[src/rtl/common_pkg.sv]
`default_nettype none
// ============================================================================
//  Package     : common
//  Description : Pipeline control codes shared by every stage, plus the
//                fetch-stage state encoding and the bubble instruction.
//  Contents    : C_PIPE/C_STALL/C_FLUSH/C_JUMP  per-stage control codes
//                fetch_state_t                  fetch unit FSM states
//                NOP_INST                       addi x0,x0,0
//  Revision    : 1.0  initial release
// ============================================================================
package common;

   // Per-stage control code driven by the hazard controller
   localparam logic [1:0] C_PIPE  = 2'd0;
   localparam logic [1:0] C_STALL = 2'd1;
   localparam logic [1:0] C_FLUSH = 2'd2;
   localparam logic [1:0] C_JUMP  = 2'd3;

   // Fetch unit states
   //   S_REQ  : request presented on the instruction-memory port
   //   S_WAIT : one request outstanding, response will be kept
   //   S_HOLD : instruction held for the IF/ID register
   //   S_DROP : one request outstanding, response is stale
   typedef enum logic [1:0] {
      S_REQ  = 2'd0,
      S_WAIT = 2'd1,
      S_HOLD = 2'd2,
      S_DROP = 2'd3
   } fetch_state_t;

   localparam logic [31:0] NOP_INST = 32'h0000_0013;

endpackage : common
`default_nettype wire

[src/rtl/fetch_unit.sv]
`default_nettype none
// ============================================================================
//  Module      : fetch_unit
//  Description : IF stage. Owns the PC, fetches over a valid/ready memory
//                port with at most one request in flight, and holds the
//                fetched instruction until the pipeline consumes it.
//  Ports       : clk            clock, rising edge
//                rst            synchronous reset, active low
//                if_ctrl        stage control code (C_PIPE/STALL/FLUSH/JUMP)
//                jump_pc        redirect target, used on C_JUMP
//                imem_req_*     fetch request (valid/ready/addr)
//                imem_rsp_*     fetch response (valid/data)
//                if_valid       held instruction valid
//                if_pc/if_npc   PC of held instruction and PC+4
//                if_inst        held instruction, NOP_INST when invalid
//  Revision    : 1.0  initial release
// ============================================================================
module fetch_unit #(
   parameter int unsigned       DWIDTH   = 32,
   parameter logic [DWIDTH-1:0] RESET_PC = '0,
   parameter logic [DWIDTH-1:0] NOP_INST = DWIDTH'(32'h0000_0013)
) (
   input  logic              clk,
   input  logic              rst,
   input  logic [1:0]        if_ctrl,
   input  logic [DWIDTH-1:0] jump_pc,
   output logic              imem_req_valid,
   output logic [DWIDTH-1:0] imem_req_addr,
   input  logic              imem_req_ready,
   input  logic              imem_rsp_valid,
   input  logic [DWIDTH-1:0] imem_rsp_data,
   output logic              if_valid,
   output logic [DWIDTH-1:0] if_pc,
   output logic [DWIDTH-1:0] if_npc,
   output logic [DWIDTH-1:0] if_inst
);
   import common::*;

   localparam logic [DWIDTH-1:0] PC_STEP = DWIDTH'(4);

   fetch_state_t      state_q,    state_d;
   logic [DWIDTH-1:0] pc_q,       pc_d;
   logic              if_valid_q, if_valid_d;
   logic [DWIDTH-1:0] if_pc_q,    if_pc_d;
   logic [DWIDTH-1:0] if_inst_q,  if_inst_d;
   logic              req_fire;
   logic              is_jump;

   // ------------------------------------------------------------------------
   // Next-state and request outputs
   // ------------------------------------------------------------------------
   always_comb begin
      state_d    = state_q;
      pc_d       = pc_q;
      if_valid_d = if_valid_q;
      if_pc_d    = if_pc_q;
      if_inst_d  = if_inst_q;

      is_jump = (if_ctrl == C_JUMP);

      // Request is suppressed while reset is asserted so that memory never
      // sees a transaction the unit is about to forget.
      imem_req_valid = rst && (state_q == S_REQ);
      req_fire       = imem_req_valid && imem_req_ready;

      case (state_q)
         S_REQ: begin
            // The address only changes on a redirect; otherwise the request
            // stays stable until memory accepts it.
            if (is_jump) begin
               pc_d = jump_pc;
            end
            if (req_fire) begin
               // A redirect in the accept cycle makes the just-issued fetch
               // stale; its response must still be drained.
               state_d = is_jump ? S_DROP : S_WAIT;
            end
         end

         S_WAIT: begin
            if (is_jump) begin
               pc_d    = jump_pc;
               state_d = imem_rsp_valid ? S_REQ : S_DROP;
            end else if (imem_rsp_valid) begin
               state_d    = S_HOLD;
               if_valid_d = 1'b1;
               if_pc_d    = pc_q;
               if_inst_d  = imem_rsp_data;
            end
         end

         S_DROP: begin
            if (is_jump) begin
               pc_d = jump_pc;
            end
            if (imem_rsp_valid) begin
               state_d = S_REQ;
            end
         end

         S_HOLD: begin
            // Anything but a stall releases the hold register and refetches.
            if (if_ctrl != C_STALL) begin
               state_d    = S_REQ;
               if_valid_d = 1'b0;
               if_inst_d  = NOP_INST;
               if (if_ctrl == C_PIPE) begin
                  pc_d = pc_q + PC_STEP;
               end else if (is_jump) begin
                  pc_d = jump_pc;
               end
            end
         end

         default: begin
            state_d = S_REQ;
         end
      endcase
   end

   // ------------------------------------------------------------------------
   // PC, state and hold register
   // ------------------------------------------------------------------------
   always_ff @(posedge clk) begin
      if (!rst) begin
         state_q    <= S_REQ;
         pc_q       <= RESET_PC;
         if_valid_q <= 1'b0;
         if_pc_q    <= RESET_PC;
         if_inst_q  <= NOP_INST;
      end else begin
         state_q    <= state_d;
         pc_q       <= pc_d;
         if_valid_q <= if_valid_d;
         if_pc_q    <= if_pc_d;
         if_inst_q  <= if_inst_d;
      end
   end

   assign imem_req_addr = pc_q;
   assign if_valid      = if_valid_q;
   assign if_pc         = if_pc_q;
   assign if_npc        = if_pc_q + PC_STEP;
   assign if_inst       = if_inst_q;

endmodule : fetch_unit
`default_nettype wire

[config.mk]
export PLATFORM = sky130hd
export DESIGN_NAME = fetch_unit
export DESIGN_NICKNAME = d
export VERILOG_FILES = /design/src/rtl/common_pkg.sv /design/src/rtl/fetch_unit.sv
export SDC_FILE = /design/constraint.sdc
export NUM_CORES = 1
export LEC_CHECK = 0
export CAP_MARGIN = 10
export CORE_MARGIN = 2
export CORE_UTILIZATION = 40
export DETAILED_ROUTE_END_ITERATION = 8
export PLACE_DENSITY = 0.75
export REMOVE_ABC_BUFFERS = 1
export SLEW_MARGIN = 40
export SYNTH_ARGS = -nofsm -noshare
export SYNTH_HDL_FRONTEND = slang
export SYNTH_SLANG_ARGS = --single-unit
export TNS_END_PERCENT = 20
[constraint.sdc]
create_clock -name clk -period 5.95 [get_ports clk]
set_input_delay 0.595 -clock clk [delete_from_list [all_inputs] [get_ports clk]]
set_output_delay 0.595 -clock clk [all_outputs]
set_load 0.005 [all_outputs]
After elaboration in Yosys (flattened, before gate mapping)
Cells that the tools add are included.
{"block": "word_totals", "reg_bits": 99, "in_bits": 70, "out_inout_bits": 130}
{"block": "classes", "reduce_logical": 9, "n_eq_ne": 11, "add_sub_neg": 2, "n_mux": 20, "bitwise_logic": 1}
{"cell": "2-to-1 mux 32 bit", "n": 6}
{"cell": "case mux 32 bit (2 select lines)", "n": 2}
{"cell": "adder 32 x 3 -> 32 bit, second input constant", "n": 2}
{"cell": "2-to-1 mux 2 bit", "n": 7}
{"cell": "!= test 2 bit, second input constant", "n": 5}
{"cell": "case mux 2 bit (4 select lines)", "n": 1}
{"cell": "AND reduction 4 bit", "n": 2}
{"cell": "equality test 2 bit, second input constant", "n": 3}
{"cell": "logical NOT 2 bit", "n": 2}
{"cell": "2-to-1 mux 1 bit", "n": 3}
{"cell": "!= test 3 bit, second input constant", "n": 1}
{"cell": "AND reduction 3 bit", "n": 1}
{"cell": "OR reduction 3 bit", "n": 1}
{"cell": "equality test 2 x 1 -> 1 bit, second input constant", "n": 1}
{"cell": "logical AND 1 bit", "n": 2}
{"cell": "!= test 2 x 1 -> 1 bit, second input constant", "n": 1}
{"cell": "case mux 1 bit (2 select lines)", "n": 1}
{"cell": "nonzero test 2 bit", "n": 1}
{"cell": "inverter 1 bit", "n": 1}

Longest topological paths before layout
Gate-level depths: netlist of the first run.
{"block": "logic_depth", "ltp_word": 5, "depth_mapped": 8, "mapped_depth_nobuf": 6}

Worst setup path after synthesis of the first run
No wires, ideal clock.
{"block": "synth_timing", "path_type": "register to output", "from": "register if_pc_q[4] (netlist: if_pc[4])", "to": "output if_npc[25]", "path_buffers": 0, "arrival_ns": 1.637, "path_slack_ns": 3.718, "required_ns": 5.355, "path_stages_with_launch": 6, "path_cell_list": "dfxtp_1 -> and4_1 -> nand3_1 -> or4_1 -> nor2_1 -> xor2_1"}
{"block": "synth_between", "elab_chain_len": 1}
{"item": "from (decl)", "line_no": "fetch_unit.sv:44", "text": "logic [DWIDTH-1:0] if_pc_q, if_pc_d;"}
{"item": "from (signal assigned)", "line_no": "fetch_unit.sv:135", "text": "if_pc_q <= if_pc_d;"}
{"item": "adder 32 x 3 -> 32 bit", "line_no": "fetch_unit.sv:143", "text": "assign if_npc = if_pc_q + PC_STEP;"}
{"item": "to (decl)", "line_no": "fetch_unit.sv:34", "text": "output logic [DWIDTH-1:0] if_npc,"}
No other way between the ends.

Worst setup path in the final report of the first run
{"block": "layout_timing", "from": "register if_pc_q[16] (netlist: if_pc[16])", "to": "output if_npc[26]"}
The elaborated chain is that of the path after synthesis.

==> results of run 1 <==
## logic make-up (layout without fill, tap and decap cells)
logic type | Yosys count | count (layout) | synth area share
AOI/OAI and AO/OA | 132 | 132 | 0.158
and+or+nand+nor | 311 | 311 | 0.300
xor gates and xnor gates | 36 | 36 | 0.0644
buffers and inverters | 56 | 230 | 0.0486
adders and majority gates | 2 | 2 | 0.00511
DFF | 99 | 99 | 0.405
muxes | 9 | 9 | 0.0192
## cell usage in the layout, fill, tap and decap left out, types with 13 or more instances in the layout
master,count
dfxtp_1,99
nand2_1,145
xnor2_1,20
nand4_1,13
o21ai_0,14
nand3_1,59
clkdlybuf4s50_1,199
a21oi_1,78
xor2_1,16
nor2_1,37
## worst max path at each step
stage          depth (start not counted)                        to                   start  slack [ns]
2_1_floorplan                          5     if_valid$_SDFFE_PN0P_              if_ctrl[0]        2.43
3_3_place_gp                           6   if_inst[0]$_SDFFE_PN1P_              if_ctrl[0]        2.72
3_5_place_dp                           6  if_inst[25]$_SDFFE_PN0P_              if_ctrl[0]        2.70
4_1_cts                                6                if_npc[26]  if_pc[16]$_SDFFE_PN0P_        2.55
5_1_grt                                6                if_npc[26]  if_pc[11]$_SDFFE_PN0P_        2.39
6_report                               6                if_npc[26]  if_pc[16]$_SDFFE_PN0P_        2.58
## area by class of cell
type / instances / share of cell area
repair buffers: 206 / 0.283
inverters: 9 / 0.00468
clock buffers: 12 / 0.0327
multi-input cells: 490 / 0.374
clock inverters: 3 / 0.00554
well taps: 147 / 0.0255
flip-flops and latches: 99 / 0.274
## worst max-delay path, delay by kind of cell, from the launching register on
| kind | cells | cell delay [ns] |
|---|---|---|
| XOR/XNOR | 1 | 0.17 |
| buffers and inverters | 1 | 0.52 |
| flip-flops | 1 | 0.45 |
| AND/OR/NAND/NOR | 4 | 1.29 |
## stage by stage
step,total power (uW),cell area [um^2],setup WS (ns),utilization,instances
after global placement,925,6930,2.72,0.579,951
after CTS,1490,7220,2.55,0.603,966
after global routing,1540,7230,2.39,0.604,966
after floorplan,797,4690,2.43,-,598
final,1480,7230,2.58,0.604,966
after detailed placement,931,6940,2.70,0.580,951
## sequential cells by signal, summed over array words and instances, names as in the netlist
| name | cells |
|---|---|
| if_inst | 32 |
| imem_req_addr | 32 |
| state_q | 2 |
| if_valid | 1 |
| if_pc | 32 |
## routing by layer
metal,vias up,share of wire,global-route usage
met5,-,0,0
met4,0,0.015,0.0764
met3,24,0.095,0.0709
li1,2589,-,-
met2,236,0.48,0.392
met1,2455,0.41,0.292
## where the power goes
group	internal, uW	switching [uW]
Sequential	685	31.4
Clock	323	237
Combinational	112	89.3
==> flow_summary.json, run 1 <==
{
  "cts_buffers": 9,
  "io_buffers": 199,
  "remaining_drc_errors": 0,
  "totalNegativeSetupSlack_ns": 0,
  "async_flop_share": 0,
  "viasPerCell": 5.49,
  "outcome": "completed",
  "cell_types_with_the_largest_area_share_after_synthesis": "dfxtp_1, nand2_1, a21oi_1, nand3_1, xnor2_1",
  "timing.critical_path.fanout_max": 7,
  "fp.dieArea_mm2": 0.0131,
  "hold_start": "if_inst[14]$_SDFFE_PN0P_",
  "postCtsSetupRepairBufs": 0,
  "standard_cell_core_area_mm2": 0.0120,
  "timing.clock.skew_ns": 0.00551,
  "die-width_um": 115,
  "antenna-diode-count": 0,
  "crit_path_start_kind": "flop",
  "fp-row-count": 40,
  "finalHoldWorstSlack_ns": 0.450,
  "vdd_drop_max_v": 0.000137,
  "maxSlewViolCount": 0,
  "worstReg2RegStart": "imem_req_addr[2]$_SDFFE_PN0P_",
  "overflow": 0,
  "place.detailed.hpwl_mm": 11.3,
  "route.final.wire_length_mm": 15.8,
  "via_count": 5304,
  "cts.path.max_buffers": 2,
  "finalSetupViolCount": 0,
  "cp_cell_sequence": "and4_1, nand3_1, nor4_1, nand3_1, xnor2_1, clkdlybuf4s50_1",
  "yosysUniqueCellTypes": 54,
  "yosys.cell_count.top_type": "nand2_1",
  "worstSetupEndpointType": "output port",
  "worst-r2r-cell-count": 6,
  "arrival_ns": 2.78,
  "top_level_ports": 200,
  "initial_core_util": 0.409,
  "grtUsageTotal": 0.236,
  "finalNetCount": 887,
  "fmaxAchievable_mhz": 297,
  "unrepaired_setup_endpoints_after_global_routing": "no",
  "synthDominantAreaCellType": "dfxtp_1",
  "final-seq-area_mm2": 0.00198,
  "detailedRoute.firstPassIterationCount": 5,
  "hold_path_end": "if_inst[14]$_SDFFE_PN0P_",
  "max-cap-violations": 0,
  "power.density_cell_area_mw_per_mm2": 204,
  "syn_area_per_cell_um2": 7.59,
  "pin_count_of_the_biggest_net_entering_global_routing": 84,
  "period_needed_ns": 3.37,
  "worst-slew-pin-transition_ns": 0.811,
  "netlist_area_mm2": 0.00490,
  "grt_antenna_before_repair": 0,
  "yosysSeqAreaShare": 0.405,
  "first_global_vias": 4998,
  "worstHoldPathType": "flop to flop",
  "die_y_um": 115,
  "crit-reg2reg-capture": "imem_req_addr[12]$_SDFFE_PN0P_",
  "final_weighted_congestion_of_routability_driven_global_placement": 0.858,
  "synth_cells": 645,
  "post_cts_hold_buffer_count": 0,
  "synth-warning-count": 0,
  "yosys-top-cells-count": "nand2_1, dfxtp_1, a21oi_1",
  "post_drt_wl_per_cell_um": 16.3,
  "slew_headroom": 0.458,
  "clkSlewWorstSetupHoldPaths_ns": 0.07,
  "min_delay_path_depth": 2,
  "critical_path_class": "flop to output port",
  "grt_pass1_wl_mm": 24.8,
  "cts_tree": "done",
  "num-fill-cells": 1087,
  "power_leakage_uw": 0.00244,
  "drive_above_1_share": 0.0427,
  "flow.area_growth_from_synthesis_pct": 47.6,
  "ys_ff_latch": 99,
  "clk_latency_ns": 0.34,
  "h_tree_depth": 3,
  "detailedRoute.firstIterationViolations": 399,
  "finalCritPeriodShare": 0.567,
  "r2r_setup_slack_ns": 3.63,
  "cts.sinks": 99,
  "final_antenna_net_count": 0,
  "critPathRequiredTime_ns": 5.36,
  "synth-edff-count": 0,
  "path_common_cell": "nand3_1",
  "critical_path.max_stage_delay_ns": 0.64,
  "multi_input_comb_area_mm2": 0.00270,
  "postSynth.topFlopCell": "dfxtp_1",
  "synth_top_area_share": 0.405,
  "cts.repair.resized": 0,
  "critPathSlowestCell": "nor4_1",
  "clockRootBuffer": "clkbuf_16",
  "finalHoldViolCount": 0
}
Note: power is estimated with default switching activity, not from simulation.
==> inputs of run 2 (changes only) <==
clock period = 3.5 ns   (was 5.95 ns; I/O delays follow)
==> flow_summary.json, run 2 (synthesis gave the netlist of run 1 again) <==
{
  "outcome": "completed",
  "grtUsageTotal": 0.244,
  "critPathRequiredTime_ns": 3.15,
  "hold_path_end": "if_inst[11]$_SDFFE_PN0P_",
  "crit_path_start_kind": "flop",
  "unrepaired_setup_endpoints_after_global_routing": "no",
  "cts_buffers": 9,
  "layout.cells.most_common": "clkdlybuf4s50_1",
  "clkSlewWorstSetupHoldPaths_ns": 0.07,
  "standard_cell_core_area_mm2": 0.0120,
  "post_cts_hold_buffer_count": 0,
  "clk_latency_ns": 0.34,
  "period_needed_ns": 3.22,
  "critical_path.max_stage_delay_ns": 0.75,
  "maxSlewViolCount": 0,
  "cts.path.max_buffers": 2,
  "fp.dieArea_mm2": 0.0131,
  "path_common_cell": "nand3_1",
  "route.final.wire_length_mm": 16.4,
  "cp_cell_sequence": "and4_1, nand3_1, nor4_1, nand3_1, xnor2_1, clkdlybuf4s50_1",
  "worstPathBufferInverterCount": 1,
  "antenna-diode-count": 0,
  "finalNetCount": 891,
  "num-fill-cells": 1083,
  "h_tree_depth": 3,
  "detailedRoute.firstIterationViolations": 293,
  "finish.cell_count_without_fillers": 969,
  "hold_start": "if_inst[11]$_SDFFE_PN0P_",
  "worst-r2r-cell-count": 6,
  "drive_above_1_share": 0.0474,
  "fp-row-count": 40,
  "cts.repair.resized": 0,
  "arrival_ns": 2.87,
  "viasPerCell": 5.49,
  "pin_count_of_the_biggest_net_entering_global_routing": 84,
  "cts_tree": "done",
  "final_antenna_net_count": 0,
  "max-cap-violations": 0,
  "final-seq-area_mm2": 0.00198,
  "die-width_um": 115,
  "finalSetupViolCount": 0,
  "critPathTopFamily": "simple AND/OR/NAND/NOR gates",
  "worstHoldPathType": "flop to flop",
  "crit-reg2reg-capture": "imem_req_addr[12]$_SDFFE_PN0P_",
  "place.detailed.hpwl_mm": 11.7,
  "mostFrequentLayoutCells": "clkdlybuf4s50_1, nand2_1, dfxtp_1, a21oi_1, nand3_1",
  "vdd_drop_max_v": 0.000265,
  "die_y_um": 115,
  "r2r_setup_slack_ns": 1.18,
  "grt_antenna_before_repair": 0,
  "power_leakage_uw": 0.00248,
  "cts.sinks": 99,
  "post_drt_wl_per_cell_um": 16.9,
  "fin_total_pwr_uw": 2630,
  "grt_pass1_wl_mm": 25.7,
  "postCtsSetupRepairBufs": 0,
  "top_level_ports": 200,
  "number_of_placed_instances_with_taps_included": 955,
  "multi_input_comb_area_mm2": 0.00270,
  "initial_core_util": 0.409,
  "overflow": 0,
  "min_delay_path_depth": 2,
  "worst-slew-pin-transition_ns": 0.856,
  "power.density_cell_area_mw_per_mm2": 361,
  "worstSetupEndpointType": "output port",
  "flow.area_growth_from_synthesis_pct": 48.9,
  "timing.clock.skew_ns": 0.00901,
  "fmaxAchievable_mhz": 310,
  "critical_path_class": "flop to output port",
  "detailedRoute.firstPassIterationCount": 5,
  "finalCritPeriodShare": 0.921,
  "io_buffers": 199,
  "critPathSlowestCell": "nor4_1",
  "worstReg2RegStart": "imem_req_addr[2]$_SDFFE_PN0P_",
  "timing.critical_path.fanout_max": 6,
  "final_weighted_congestion_of_routability_driven_global_placement": 0.843,
  "finalHoldWorstSlack_ns": 0.452,
  "slew_headroom": 0.424,
  "worst_setup_path_startpoint": "if_pc[17]$_SDFFE_PN0P_",
  "totalNegativeSetupSlack_ns": 0,
  "via_count": 5324,
  "first_global_vias": 5143,
  "remaining_drc_errors": 0,
  "clockRootBuffer": "clkbuf_16",
  "finalHoldViolCount": 0
}
==> run 2: tightest hold or removal path, cell delays in order (launching register included) <==
cell     delay, ns
dfxtp_1       0.31
nand2_1       0.05
a21oi_1       0.05
==> run 2: where the power goes <==
part           leakage (uW)  internal (uW)  switching (uW)
combinational       0.00152            192             155
clock              0.000155            658             407
sequential         0.000804           1160            53.2
total               0.00248           2020             615
==> run 2: worst max path at each step <==
stage / to / cells past startpoint
6_report: if_npc[26] / 6
2_1_floorplan: if_valid$_SDFFE_PN0P_ / 5
4_1_cts: if_npc[26] / 6
3_3_place_gp: if_npc[26] / 6
5_1_grt: if_npc[30] / 6
3_5_place_dp: if_npc[26] / 6
==> run 2: cell type report <==
class                           instances  share of cell area
Clock buffer                           12              0.0352
Clock inverter                          2             0.00824
Inverter                                9             0.00463
Multi-Input combinational cell        490               0.370
Sequential cell                        99               0.272
Tap cell                              147              0.0252
Timing Repair Buffer                  210               0.285
==> run 2: through the flow <==
stage / util / setup slack (ns) / area [um^2]
final: 0.610 / 0.275 / 7290
after global routing: 0.610 / 0.0730 / 7290
after CTS: 0.608 / 0.261 / 7280
after detailed placement: 0.582 / 0.641 / 6960
after global placement: 0.582 / 0.777 / 6960
after floorplan: - / 0.226 / 4690
==> run 2: routing by layer <==
layer | part of all wire | global-route usage | up-vias
li1 | - | - | 2593
met5 | 0 | 0 | -
met4 | 0.014 | 0.0748 | 0
met1 | 0.41 | 0.292 | 2493
met2 | 0.48 | 0.419 | 222
met3 | 0.10 | 0.0741 | 16
==> patch 1 (settings of run 2) <==
The 4 states of `fetch_state_t` get a one-hot encoding in 4 bits.
--- a/src/rtl/common_pkg.sv
+++ b/src/rtl/common_pkg.sv
@@ -22,9 +22,9 @@
    //   S_HOLD : instruction held for the IF/ID register
    //   S_DROP : one request outstanding, response is stale
-   typedef enum logic [1:0] {
-      S_REQ  = 2'd0,
-      S_WAIT = 2'd1,
-      S_HOLD = 2'd2,
-      S_DROP = 2'd3
+   typedef enum logic [3:0] {
+      S_REQ  = 4'b0001,
+      S_WAIT = 4'b0010,
+      S_HOLD = 4'b0100,
+      S_DROP = 4'b1000
    } fetch_state_t;
 
Function: same outputs for any inputs over 4 cycles, from zero or initial values and one cycle with rst low; so few cycles prove little.
==> patch 1 against run 2 <==
- wire length rose by 2.7%
- die area rose by 6.6%
- design area rose by 4.5%
- sequential cell count rose by 2
- worst setup slack barely moved
- synthesized area rose by 6.9%
- via count rose by 6.7%
- critical endpoint is now if_npc[28]
Power is not compared: it rests on default switching activity, and its combinational part moved more than twofold at a synthesized area within 25%.
==> patch 1: results <==
[final_layout]
drive_gt1_share_pct = 5.16
nFillCells = 1126
final_nets = 920

[routing]
num_vias = 5682
avgRoutedWirePerCell_um = 16.4
wl_met2_um = 7810
m1WireLength_um = 7140
drtIter0Drc = 358
route.met3.wl_um = 1600

[global_routing]
grt_pass1_vias = 5534
grt_usage_pct = 23.8
grt_max_degree = 67
grt_antenna_before_repair = 0
grt_pass1_wl_um = 27400

[sta]
hold_slack_ns = 0.345
finClkSkew_ns = 0.00575
timing.fmax_mhz = 310
max_slew.worst_pin.slew_ns = 0.722

[placed_design]
place_hpwl_um = 12000
gp_congestion = 0.849
place_ws_ns = 0.631
place_area_mm2 = 0.00730

[critical_path]
r2r_slack_ns = 0.90
worstReg2RegEnd = if_pc[20]$_SDFFE_PN0P_
rr_startpoint = state_q[2]$_SDFFE_PN0P_
crit_arrival_ns = 2.88
rr_worst_depth = 5

[cts]
post_cts_buffers = 0
cts-root-buf = clkbuf_16
clk_pin_slew_worst_paths_ns = 0.07
cts.path.max_buffers = 2

[status]
status = completed

[pwr]
swShare_pct = 31.1
leakagePower_nw = 2.53

[hold_path]
hold_start = rst
holdPathEnd = if_inst[4]$_SDFFE_PN1P_
hold_class = input pin to register

[synth]
synth.mux.area_fraction_pct = 0.956
synth_fa_ha_area_share_pct = 0.478
synth_compound_area_share_pct = 20.0
netlist_top_cells_area = dfxtp_1, nand3_1, nand2_1, a21oi_1, o21ai_0
synth_commonest_cells = dfxtp_1, nand2_1, nand3_1
yosysSeqAreaShare_pct = 38.6
synth_cell_types = 59
synth-xor-area-share_pct = 5.69
## patch 1: cell count changes in the layout (fill, tap and decap cells not counted), sizes merged, moves of 6 or more
cell   delta
nand2    -56
o21ai    +34
a21oi    -24
nand3    +22
nor2     +13
o31ai     +8
xor2      -6
## patch 1: cell families (layout without fill, tap and decap cells)
group           after synthesis  in the layout
xor+xnor                     34             34
mux                           5              5
compound gates              169            169
fa+ha+maj                     2              2
flops                       101            101
simple gates                303            303
buf+inv                      64            239
## patch 1: per-stage QoR
stage	instances	util (%)
floorplan	623	-
detailed placement	1009	57.6
finish	1025	60.1
global placement	1009	57.6
global route	1025	60.1
CTS	1025	60.1
## patch 1: layout make-up
| cell class | instances | share of cell area (%) |
|---|---|---|
| multi-input cells | 513 | 38.6 |
| inverters | 9 | 0.443 |
| clock buffers | 12 | 3.10 |
| clock inverters | 4 | 0.952 |
| well taps | 172 | 2.82 |
| repair buffers | 214 | 27.5 |
| flip-flops and latches | 101 | 26.5 |
## patch 1: power by group through the flow
stage,Sequential [mW],Combinational [mW],Clock [mW]
CTS,1.47,0.885,1.08
floorplan,1.45,0.406,0
detailed placement,1.49,0.882,0
finish,1.47,0.881,1.06
global placement,1.48,0.855,0
global route,1.50,0.968,1.12
## patch 1: worst max-delay path by stage
stage | from | endpoint | slack, ns | cells past startpoint
3_3_place_gp | if_pc[2]$_SDFFE_PN0P_ | if_npc[28] | 0.65 | 8
6_report | if_pc[3]$_SDFFE_PN0P_ | if_npc[28] | 0.27 | 8
2_1_floorplan | state_q[1]$_SDFFE_PN0P_ | if_pc[0]$_SDFFE_PN0P_ | -1.53 | 4
5_1_grt | if_pc[2]$_SDFFE_PN0P_ | if_npc[28] | 0.06 | 8
3_5_place_dp | if_pc[3]$_SDFFE_PN0P_ | if_npc[28] | 0.63 | 8
4_1_cts | if_pc[3]$_SDFFE_PN0P_ | if_npc[28] | 0.24 | 8
## patch 1: critical path, stage by stage (launching register included)
cell	delay, ns
dfxtp_1	0.41
ha_1	0.21
nand3_1	0.22
nor4_1	0.28
buf_4	0.18
nand2b_1	0.19
or3_1	0.38
xnor2_1	0.14
clkdlybuf4s50_1	0.51
## patch 1: layer usage
layer	vias up	global-route usage, %
met5	-	0
met4	0	8.63
met3	23	7.53
met2	257	39.6
met1	2628	28.8
li1	2774	-
==> patch 2 (flow settings as in run 2) <==
Made on the original files. The parameter `DWIDTH` goes from 32 to 64.
--- a/src/rtl/fetch_unit.sv
+++ b/src/rtl/fetch_unit.sv
@@ -17,5 +17,5 @@
 // ============================================================================
 module fetch_unit #(
-   parameter int unsigned       DWIDTH   = 32,
+   parameter int unsigned       DWIDTH   = 64,
    parameter logic [DWIDTH-1:0] RESET_PC = '0,
    parameter logic [DWIDTH-1:0] NOP_INST = DWIDTH'(32'h0000_0013)
Ports: changed (6 resized); port bits go from 200 to 392. No check against the original RTL was run, so the function may have changed too.
==> patch 2 against run 2 <==
- via count rose by 120%
- wire length rose by 140%
- clock power rose by 85%
- power rose by 92%
- combinational power rose by 97%
- first-iteration DRC count rose to 3.4 times the old value
- sequential cell count rose by 96
- clock skew rose by 0.0046 ns
- design area rose by 110%
- non-clock buffer count rose by 224
- worst setup slack got worse by 0.12 ns
- synthesized cell count rose by 100%
- synthesized area rose by 110%
- critical path type unchanged
- critical endpoint is now if_npc[41]
- highest routed layer unchanged
==> patch 2: results <==
[critical_path]
rr_startpoint = imem_req_addr[8]$_SDFFE_PN0P_
crit_path_end = if_npc[41]
r2r_slack_ns = 0.76
cp_slowest_cell = or4_4
crit_arrival_ns = 2.99
crit_start = if_pc[6]$_SDFFE_PN0P_
worstReg2RegEnd = imem_req_addr[43]$_SDFFE_PN0P_
max_stage_delay_ns = 0.63
worstPathMaxFanout = 9
rr_worst_depth = 5

[synth]
synth_edf_count = 0
synth_commonest_cells = nand2_1, dfxtp_1, nor2_1
netlist_top_cells_area = dfxtp_1, nand2_1, a21oi_1, a22oi_1, nor2_1
yosysSeqAreaShare_pct = 38.3
async_reset_ff_share_pct = 0
yosys_warnings = 0
synth_cell_types = 76

[final_layout]
multiInputGateArea_mm2 = 0.00589
nFillCells = 2287
drive_gt1_share_pct = 7.11
final_nets = 1810

[placed_design]
place_hpwl_um = 29100
port_buffers = 391
place_ws_ns = 0.191
gp_congestion = 0.918
place_area_mm2 = 0.0145

[hold_path]
hold_start = rst
holdPathEnd = if_pc[47]$_SDFFE_PN0P_
hold_class = input pin to register
hold_depth = 3

[status]
status = completed

[pwr]
leakagePower_nw = 5.14
ir_drop_mv = 0.431
p_int_mw = 3.63

[routing]
drtIter0Drc = 994
dr.pass1.iters = 6
num_vias = 11600
routed_wl_um = 39900

[global_routing]
grt_antenna_before_repair = 2
grt_pass1_wl_um = 60700
grt_usage_pct = 28.9
grt_pass1_vias = 10900
grt_max_degree = 127
grt_overflow = 0

[sta]
max_slew.worst_pin.slew_ns = 0.813
finClkSkew_ns = 0.0136
min_period_ns = 3.34

[cts]
cts-root-buf = clkbuf_16
clk_pin_slew_worst_paths_ns = 0.08
htree_num_levels = 4
clock_latency_ns = 0.44
cts.path.max_buffers = 2
cts_made_buffers = 17
patch 2: changes by cell type in the layout (fill, tap and decap cells not counted), moves of 19 or more:
cell             change
clkdlybuf4s50_1    +191
buf_4               +31
nor2_1              +88
dfxtp_1             +90
a21oi_1             +28
a31oi_1             +25
a22oi_1             +67
xnor2_1             +19
nand4_1             +38
nand2_1             +90
patch 2: critical path: cells and delay by family (launching register included):
family / cells / cell delay, ns
and+or+nand+nor: 4 / 1.22
xor gates and xnor gates: 1 / 0.17
buffers and inverters: 2 / 0.72
DFF: 1 / 0.44
patch 2: through the flow:
stage | power [mW] | instances | hold WS, ns
6_report | 5.05 | 2019 | 0.411
5_1_grt | 5.24 | 2019 | 0.422
4_1_cts | 5.08 | 2016 | 0.406
3_5_place_dp | 3.14 | 1983 | 0.466
3_3_place_gp | 3.13 | 1983 | 0.459
2_1_floorplan | 2.67 | 1221 | 0.412
patch 2: kinds of logic (layout without fill, tap and decap cells):
family,count (synthesis),after routing,share of synthesized area [%]
mux,22,22,2.22
xor+xnor,62,62,5.32
buf+inv,111,480,4.61
other cells,0,2,0
fa+ha+maj,2,2,0.245
simple gates,635,635,31.0
flops,195,195,38.3
compound gates,291,291,18.4
patch 2: timing repair:
action	CTS	global route
pin swaps	1	3
setup buffers	1	1
resized for setup	2	8
endpoints found under the setup margin	8	12
patch 2: metal layers:
layer | wire (µm) | vias up | GRT usage, %
met5 | 0 | - | 0
li1 | - | 5503 | -
met1 | 15600 | 5576 | 34.7
met2 | 20400 | 490 | 51.3
met4 | 595 | 0 | 6.98
met3 | 3330 | 36 | 7.36
patch 2: power by group through the flow:
| stage | clock network [mW] | registers [mW] | logic (mW) |
|---|---|---|---|
| 6_report | 1.96 | 2.41 | 0.684 |
| 5_1_grt | 2.08 | 2.43 | 0.739 |
| 4_1_cts | 1.99 | 2.41 | 0.685 |
| 3_5_place_dp | 0 | 2.46 | 0.682 |
| 3_3_place_gp | 0 | 2.46 | 0.673 |
| 2_1_floorplan | 0 | 2.43 | 0.240 |
patch 2: cell type report:
class	count	area share, %
antenna	2	0.0331
clock buffer	19	2.87
clock inverter	13	0.944
inverter	14	0.381
multi-input combinational	1012	39.0
sequential	195	25.9
tap	330	2.73
timing repair buffer	434	28.2
